`config.mk`:
```
export PLATFORM = sky130hd
export DESIGN_NAME = load_store_unit_flat
export DESIGN_NICKNAME = d
export VERILOG_FILES = /design/src/rtl/lsu_pkg.sv /design/src/rtl/load_store_unit_if.sv /design/src/rtl/load_store_unit.sv /design/src/flat_wrapper.sv
export SDC_FILE = /design/constraint.sdc
export NUM_CORES = 1
export LEC_CHECK = 0
export ABC_AREA = 1
export BUFFER_PORTS_ARGS = -buffer_cell sky130_fd_sc_hd__buf_2
export CAP_MARGIN = 20
export CELL_PAD_IN_SITES_DETAIL_PLACEMENT = 1
export CELL_PAD_IN_SITES_GLOBAL_PLACEMENT = 2
export CORE_MARGIN = 8
export CORE_UTILIZATION = 24
export CTS_BUF_LIST = sky130_fd_sc_hd__clkbuf_16
export CTS_CLUSTER_DIAMETER = 200
export CTS_CLUSTER_SIZE = 28
export DETAILED_ROUTE_END_ITERATION = 6
export PLACE_DENSITY_LB_ADDON = 0.1
export SLEW_MARGIN = 30
export SYNTH_ARGS = -nofsm -noshare
export SYNTH_HDL_FRONTEND = slang
export SYNTH_SLANG_ARGS = --single-unit
```
`constraint.sdc`:
```
create_clock -name clk -period 2.2 [get_ports clk]
set_clock_uncertainty 0.15 [all_clocks]
set_input_delay 0.33 -clock clk [delete_from_list [all_inputs] [get_ports clk]]
set_output_delay 0.33 -clock clk [all_outputs]
set_load 0.005 [all_outputs]
```
`src/rtl/lsu_pkg.sv`:
```
// Load/store unit shared types.
// State encoding, op encoding and alignment helper.
package lsu_pkg;

  typedef enum logic [1:0] {
    IDLE,
    ISSUE,
    WAIT,
    RESP
  } lsu_state_t;

  localparam logic LSU_OP_LOAD  = 1'b0;
  localparam logic LSU_OP_STORE = 1'b1;

  function automatic logic misaligned(
    input logic [1:0] lo
  );
    return lo != 2'b00;
  endfunction

endpackage

```
`src/rtl/load_store_unit_if.sv`:
```
// Request handshake between control path and LSU.
// Master drives the request, slave returns ready.
interface load_store_unit_if #(
  parameter int ADDR_W    = 32,
  parameter int DATA_W    = 32,
  parameter int REG_SEL_W = 4
) ();

  logic                 req_valid;
  logic                 req_ready;
  logic                 req_is_store;
  logic [ADDR_W-1:0]    req_addr;
  logic [DATA_W-1:0]    req_wdata;
  logic [REG_SEL_W-1:0] req_rd;

  modport master (
    output req_valid,
    output req_is_store,
    output req_addr,
    output req_wdata,
    output req_rd,
    input  req_ready
  );

  modport slave (
    input  req_valid,
    input  req_is_store,
    input  req_addr,
    input  req_wdata,
    input  req_rd,
    output req_ready
  );

endinterface

```
`src/rtl/load_store_unit.sv`:
```
// RAM ldr/str initiator: one request at a time,
// waits RAM read latency, writes load data back.
module load_store_unit
  import lsu_pkg::*;
#(
  parameter int ADDR_W      = 32,
  parameter int DATA_W      = 32,
  parameter int REG_SEL_W   = 4,
  parameter int RAM_RD_LAT  = 1,
  parameter int ALIGN_CHECK = 1
) (
  input  logic                 clk,
  input  logic                 rst,
  load_store_unit_if.slave     req,
  output logic                 ram_ldr,
  output logic                 ram_str,
  output logic [ADDR_W-1:0]    ram_address,
  output logic [DATA_W-1:0]    ram_mem_in,
  input  logic [DATA_W-1:0]    ram_mem_out,
  output logic                 wb_en,
  output logic [REG_SEL_W-1:0] wb_sel,
  output logic [DATA_W-1:0]    wb_data,
  output logic                 done,
  output logic                 err
);

  localparam int CNT_W = $clog2(RAM_RD_LAT) + 1;

  lsu_state_t           state;
  logic                 rdy_q;
  logic                 op_q;
  logic [REG_SEL_W-1:0] rd_q;
  logic [CNT_W-1:0]     cnt;
  logic                 bad;

  assign req.req_ready = rdy_q;
  assign bad = (ALIGN_CHECK != 0) &&
               misaligned(req.req_addr[1:0]);

  always_ff @(posedge clk) begin
    if (rst) begin
      state       <= IDLE;
      rdy_q       <= 1'b1;
      op_q        <= LSU_OP_LOAD;
      rd_q        <= '0;
      cnt         <= '0;
      ram_ldr     <= 1'b0;
      ram_str     <= 1'b0;
      ram_address <= '0;
      ram_mem_in  <= '0;
      wb_en       <= 1'b0;
      wb_sel      <= '0;
      wb_data     <= '0;
      done        <= 1'b0;
      err         <= 1'b0;
    end else begin
      unique case (state)
        IDLE: begin
          if (req.req_valid) begin
            op_q  <= req.req_is_store;
            rd_q  <= req.req_rd;
            rdy_q <= 1'b0;
            // misaligned requests never touch RAM
            if (bad) begin
              state <= RESP;
              done  <= 1'b1;
              err   <= 1'b1;
            end else begin
              state       <= ISSUE;
              ram_address <= req.req_addr;
              ram_mem_in  <= req.req_wdata;
              ram_str     <= req.req_is_store == LSU_OP_STORE;
              ram_ldr     <= req.req_is_store == LSU_OP_LOAD;
            end
          end
        end
        ISSUE: begin
          ram_ldr <= 1'b0;
          ram_str <= 1'b0;
          if (op_q == LSU_OP_STORE) begin
            state <= RESP;
            done  <= 1'b1;
          end else begin
            state <= WAIT;
            cnt   <= CNT_W'(RAM_RD_LAT - 1);
          end
        end
        WAIT: begin
          if (cnt == '0) begin
            state   <= RESP;
            wb_data <= ram_mem_out;
            wb_sel  <= rd_q;
            wb_en   <= 1'b1;
            done    <= 1'b1;
          end else begin
            cnt <= cnt - 1'b1;
          end
        end
        RESP: begin
          state <= IDLE;
          rdy_q <= 1'b1;
          wb_en <= 1'b0;
          done  <= 1'b0;
          err   <= 1'b0;
        end
        default: state <= IDLE;
      endcase
    end
  end

endmodule

```
`src/flat_wrapper.sv`:
```
// flat-port wrapper written by rule: the top's interface ports become plain ports
module load_store_unit_flat import lsu_pkg::*;
#(
  parameter int ADDR_W      = 32,
  parameter int DATA_W      = 32,
  parameter int REG_SEL_W   = 4,
  parameter int RAM_RD_LAT  = 1,
  parameter int ALIGN_CHECK = 1
)
  (clk, rst, ram_ldr, ram_str, ram_address, ram_mem_in, ram_mem_out, wb_en, wb_sel, wb_data, done, err, req_req_valid, req_req_is_store, req_req_addr, req_req_wdata, req_req_rd, req_req_ready);
  load_store_unit_if #(.ADDR_W(ADDR_W), .DATA_W(DATA_W), .REG_SEL_W(REG_SEL_W)) req_i ();
  input  logic clk;
  input  logic rst;
  output logic ram_ldr;
  output logic ram_str;
  output logic [ADDR_W-1:0] ram_address;
  output logic [DATA_W-1:0] ram_mem_in;
  input  logic [DATA_W-1:0] ram_mem_out;
  output logic wb_en;
  output logic [REG_SEL_W-1:0] wb_sel;
  output logic [DATA_W-1:0] wb_data;
  output logic done;
  output logic err;
  input wire logic [$bits(req_i.req_valid)-1:0] req_req_valid;
  input wire logic [$bits(req_i.req_is_store)-1:0] req_req_is_store;
  input wire logic [$bits(req_i.req_addr)-1:0] req_req_addr;
  input wire logic [$bits(req_i.req_wdata)-1:0] req_req_wdata;
  input wire logic [$bits(req_i.req_rd)-1:0] req_req_rd;
  output wire logic [$bits(req_i.req_ready)-1:0] req_req_ready;
  assign req_i.req_valid = req_req_valid;
  assign req_i.req_is_store = req_req_is_store;
  assign req_i.req_addr = req_req_addr;
  assign req_i.req_wdata = req_req_wdata;
  assign req_i.req_rd = req_req_rd;
  assign req_req_ready = req_i.req_ready;
  load_store_unit #(.ADDR_W(ADDR_W), .DATA_W(DATA_W), .REG_SEL_W(REG_SEL_W), .RAM_RD_LAT(RAM_RD_LAT), .ALIGN_CHECK(ALIGN_CHECK)) u_core (.clk(clk), .rst(rst), .req(req_i), .ram_ldr(ram_ldr), .ram_str(ram_str), .ram_address(ram_address), .ram_mem_in(ram_mem_in), .ram_mem_out(ram_mem_out), .wb_en(wb_en), .wb_sel(wb_sel), .wb_data(wb_data), .done(done), .err(err));
endmodule
```
# --- After elaboration in Yosys (flattened, before gate mapping) ---
# Cells that the tools add are included.
totals:
  regBits: 114
  in_bits: 104
  out_inout_bits: 106
  word_cells: 66
classes:
  addsub: 1
  eq_ne: 9
  n_mux: 23
  bitwise_logic: 3
  reduce_logical: 16
op_table:
  columns: ["cell", "n"]
  rows:
  - ["$mux 1", 12]
  - ["$pmux 1 s2", 6]
  - ["$reduce_and 2->1", 6]
  - ["$reduce_bool 2->1", 5]
  - ["$reduce_and 3->1", 3]
  - ["$ne 2x2->1 const B", 4]
  - ["$pmux 2 s4", 1]
  - ["$mux 2", 3]
  - ["$eq 2x2->1 const B", 2]
  - ["$ne 2x1->1 const B", 2]
  - ["$pmux 1 s4", 1]
  - ["$reduce_and 4->1", 1]
  - ["$not 1->1", 3]
  - ["$eq 2x1->1 const B", 1]
  - ["$logic_not 2->1", 1]
  - ["$sub 1x1->1 const B", 1]

# --- Logic depth before layout (Yosys ltp) ---
logic_depth:
  ltp_word: 4
  depth_mapped: 8
  mapped_depth_nobuf: 8

# --- Worst setup path before layout ---
# OpenSTA, ideal clock, no wires.
synth_timing:
  kind: "register -> register"
  start: "register u_core.state[0]"
  end: "register u_core.ram_address[13]"
  setup_ps: 116
  t_arrival_ps: 1250
  required_time_ps: 1934
  path_slack_ps: 684
  path_stages_with_launch: 8
  n_path_buf: 1
  synth_period_minus_slack_ps: 1516
  cell_sequence: "dfxtp_1 > inv_1 > ha_1 > nand3_4 > clkinv_4 > buf_8 > nor2_1 > nor2_1"
synth_via:
  elab_chain_len: 2
synth_lines:
  columns: ["element", "line", "rtl"]
  rows:
  - ["start, declared", "load_store_unit.sv:29", "lsu_state_t state;"]
  - ["start signal, assigned", "load_store_unit.sv:42", "state <= IDLE;"]
  - ["start signal, assigned", "load_store_unit.sv:65", "state <= RESP;"]
  - ["start signal, assigned", "load_store_unit.sv:69", "state <= ISSUE;"]
  - ["$logic_not 2->1", "load_store_unit.sv:57", "unique case (state)"]
  - ["$reduce_and 3->1 (no line)", null, null]
  - ["end signal, assigned", "load_store_unit.sv:70", "ram_address <= req.req_addr;"]
  - ["end, declared", "load_store_unit.sv:17", "output logic [ADDR_W-1:0] ram_address,"]
# Every way passes these cells.
# A chain may end at the register's enable or synchronous reset.

# --- Worst setup path in the final report ---
layout_timing:
  start: "register u_core.state[0]"
  end: "register u_core.ram_address[10]"
# The elaborated chain is that of the path after synthesis.

==> impl_metrics.yaml <==
route:
  vias: 4215
  wl_per_cell_um: 14.7
  viasPerCell: 4.23
  drt_wl_total_um: 14700
  drt-initial-drc-count: 112
  met2WireLength_um: 7150
  met3_length_um: 1140
  wl_met1_um: 6200
  drc_errors: 0
  drt-pass1-iter-count: 4
  top_layer_used: "met5"
  ant_nets: 0
synth:
  synthSimpleGateAreaFrac_pct: 23.0
  syn_avg_cell_area_um2: 7.85
  synth_top_family_by_area: "simple AND/OR/NAND/NOR gates"
  synth_cell_types: 23
  syn_nets: 635
  postSynthCellCount: 526
  yosys_register_bits: 113
  syn_area_um2: 4130
  synth_fa_ha_area_share_pct: 1.51
  synth_warnings: 0
  synthXorXnorAreaFrac_pct: 0
  synth-compound-area-share_pct: 13.8
  yosysSeqAreaShare_pct: 54.8
  synthMuxAreaShare_pct: 0
sta:
  maxSlewViolCount: 0
  max_slew_margin_pct: 56.7
  setup_viol: 0
  min_period_ns: 1.91
  hold_slack_ns: 0.0159
  setup_tns_ns: 0
  tightest_slew_ns: 0.648
  setup_ws_ns: 0.285
  post-route-period-util_pct: 87.0
  hold_viol: 0
  rsz0062_at_grt: "no"
  timing.fmax_ghz: 0.522
power_and_ir_drop:
  power.switching_mw: 2.27
  comb_power_share_pct: 25.3
  power_frac_seq_pct: 36.1
  p_per_area_nw_per_um2: 1200
  intPower_mw: 5.26
  total_power_mw: 7.54
  vdd_drop_max_uv: 519
  p_leak_nw: 3.06
  clkPwrFrac_pct: 38.6
  switching_share_pct: 30.2
placement:
  routabilityCongestion: 0.727
  hpwl_um: 10600
  dp.cells: 934
  place_area_um2: 5330
  port-buffer-count: 209
  preCtsSetupSlack_ns: 0.278
worst_setup_path:
  end_kind: "flip-flop"
  arrival_ns: 2.05
  cp.required_ns: 2.33
  critPathKind: "reg -> reg"
  critPathMaxFanout: 64
  startpoint_type: "flip-flop"
floorplan:
  dieArea_um2: 21700
  die_x_um: 147
  io_pins: 210
  core_area_um2: 17100
  start_util_pct: 24.2
  die_y_um: 147
  rows: 48
layout:
  nets: 869
  utilization_pct: 36.8
  layout_common_cells: "nor2_1 (214), buf_2 (209), dfxtp_1 (113)"
  antenna_cells: 0
  areaGrowthSynthToFinish_pct: 51.8
  drive_gt1_share_pct: 31.9
  layout_commonest_cell: "nor2_1"
  stdcell_area_um2: 6270
  fin_cells: 997
cts:
  htreeDepth: 4
  clk_latency_ns: 0.40
  cts_made_buffers: 17
  cts.sinks: 113
  clkTransAtPathRegs_ns: 0.06
  cts_tree: "done"
  root_buffer: "clkbuf_16"
  clockBufferDepth: 2
  postCtsSetupBuffers: 0
worst_hold_path:
  hold_class: "in -> reg"
flow_run:
  drv_cap: 0
global_route:
  track_usage_pct: 13.5
  grt_pass1_wl_um: 23500
  antenna_found_initial: 1
  grt_pass1_vias: 4511
  grt-ovfl-total: 0
  grt_max_degree: 65
run_status:
  status: "completed"
-- worst max-delay path, stage by stage (launching register included) --
cell      delay [ns]
dfxtp_1         0.40
inv_1           0.10
ha_1            0.31
nand3_4         0.15
clkinv_4        0.35
nor2_1          0.23
nor2_1          0.07
-- cell usage after synthesis --
| cell | number | share of area (%) |
|---|---|---|
| buf_8 | 6 | 2.2 |
| inv_2 | 2 | 0.18 |
| nand3_1 | 3 | 0.36 |
| nand2_1 | 21 | 1.9 |
| o21bai_1 | 1 | 0.18 |
| nor2_4 | 1 | 0.27 |
| nand4_1 | 2 | 0.30 |
| nor3_1 | 1 | 0.12 |
| o21ai_0 | 66 | 8.0 |
| buf_4 | 1 | 0.18 |
| nand3_4 | 1 | 0.42 |
| a21oi_1 | 3 | 0.36 |
| ha_1 | 5 | 1.5 |
| clkinv_4 | 1 | 0.21 |
| nor2_1 | 214 | 19 |
| nand2_2 | 1 | 0.15 |
| clkbuf_2 | 6 | 0.73 |
| dfxtp_1 | 113 | 55 |
| buf_2 | 9 | 1.1 |
| clkbuf_1 | 9 | 0.82 |
| o21ai_1 | 42 | 5.1 |
| o211ai_1 | 1 | 0.18 |
| inv_1 | 17 | 1.5 |
-- area by class of cell --
cell class              instances  area, µm²
clock inverters                14        196
fillers                      2125      10800
repair buffers                246       1440
flip-flops and latches        113       2260
inverters                      20       80.1
clock buffers                  17        425
multi-input cells             362       1580
well taps                     225        282
-- state kept, by name (all words and copies together), names as in the netlist --
name                  flops
u_core.rd_q               4
u_core.ram_ldr            1
u_core.done               1
u_core.wb_sel             4
u_core.state              2
u_core.wb_data           32
u_core.ram_str            1
u_core.op_q               1
u_core.ram_address       32
u_core.wb_en              1
u_core.err                1
u_core.ram_mem_in        32
u_core.req.req_ready      1
-- power by group through the flow --
stage                     clock network, mW  logic (mW)  registers, mW
after floorplan                           0        1.03           2.80
after global placement                    0        1.88           2.75
after detailed placement                  0        1.92           2.77
after CTS                              3.00        1.98           2.73
after global routing                   3.09        2.20           2.79
final                                  2.91        1.90           2.72
-- cells by family (layout without fill, tap and decap cells) --
family	after synthesis	count (layout)
compound gates	113	113
buf+inv	51	297
simple gates	244	244
fa+ha+maj	5	5
flops	113	113
-- worst paths after layout --
| path | startpoint | to | slack (ns) | depth (start not counted) |
|---|---|---|---|---|
| worst max-delay path | u_core.state[0] | u_core.ram_address[10] | 0.29 | 6 |
| worst min-delay path | ram_mem_out[8] | u_core.wb_data[8] | 0.02 | 3 |
| worst max register to register | u_core.state[0] | u_core.ram_address[10] | 0.29 | 6 |
| worst min register to register | u_core.ram_address[0] | u_core.ram_address[0] | 0.29 | 2 |
-- per-layer routing --
| layer | track usage [%] | vias to the layer above |
|---|---|---|
| met5 | 0 | - |
| li1 | - | 2142 |
| met3 | 5.60 | 15 |
| met1 | 14.8 | 1933 |
| met2 | 22.9 | 123 |
| met4 | 5.05 | 2 |
-- repair_timing --
item,in CTS,in global routing
gates resized for setup,0,0
endpoints found under the hold margin,33,0
setup endpoints to repair,0,0
hold buffers,32,0
Power figures use the tool's default switching activity.
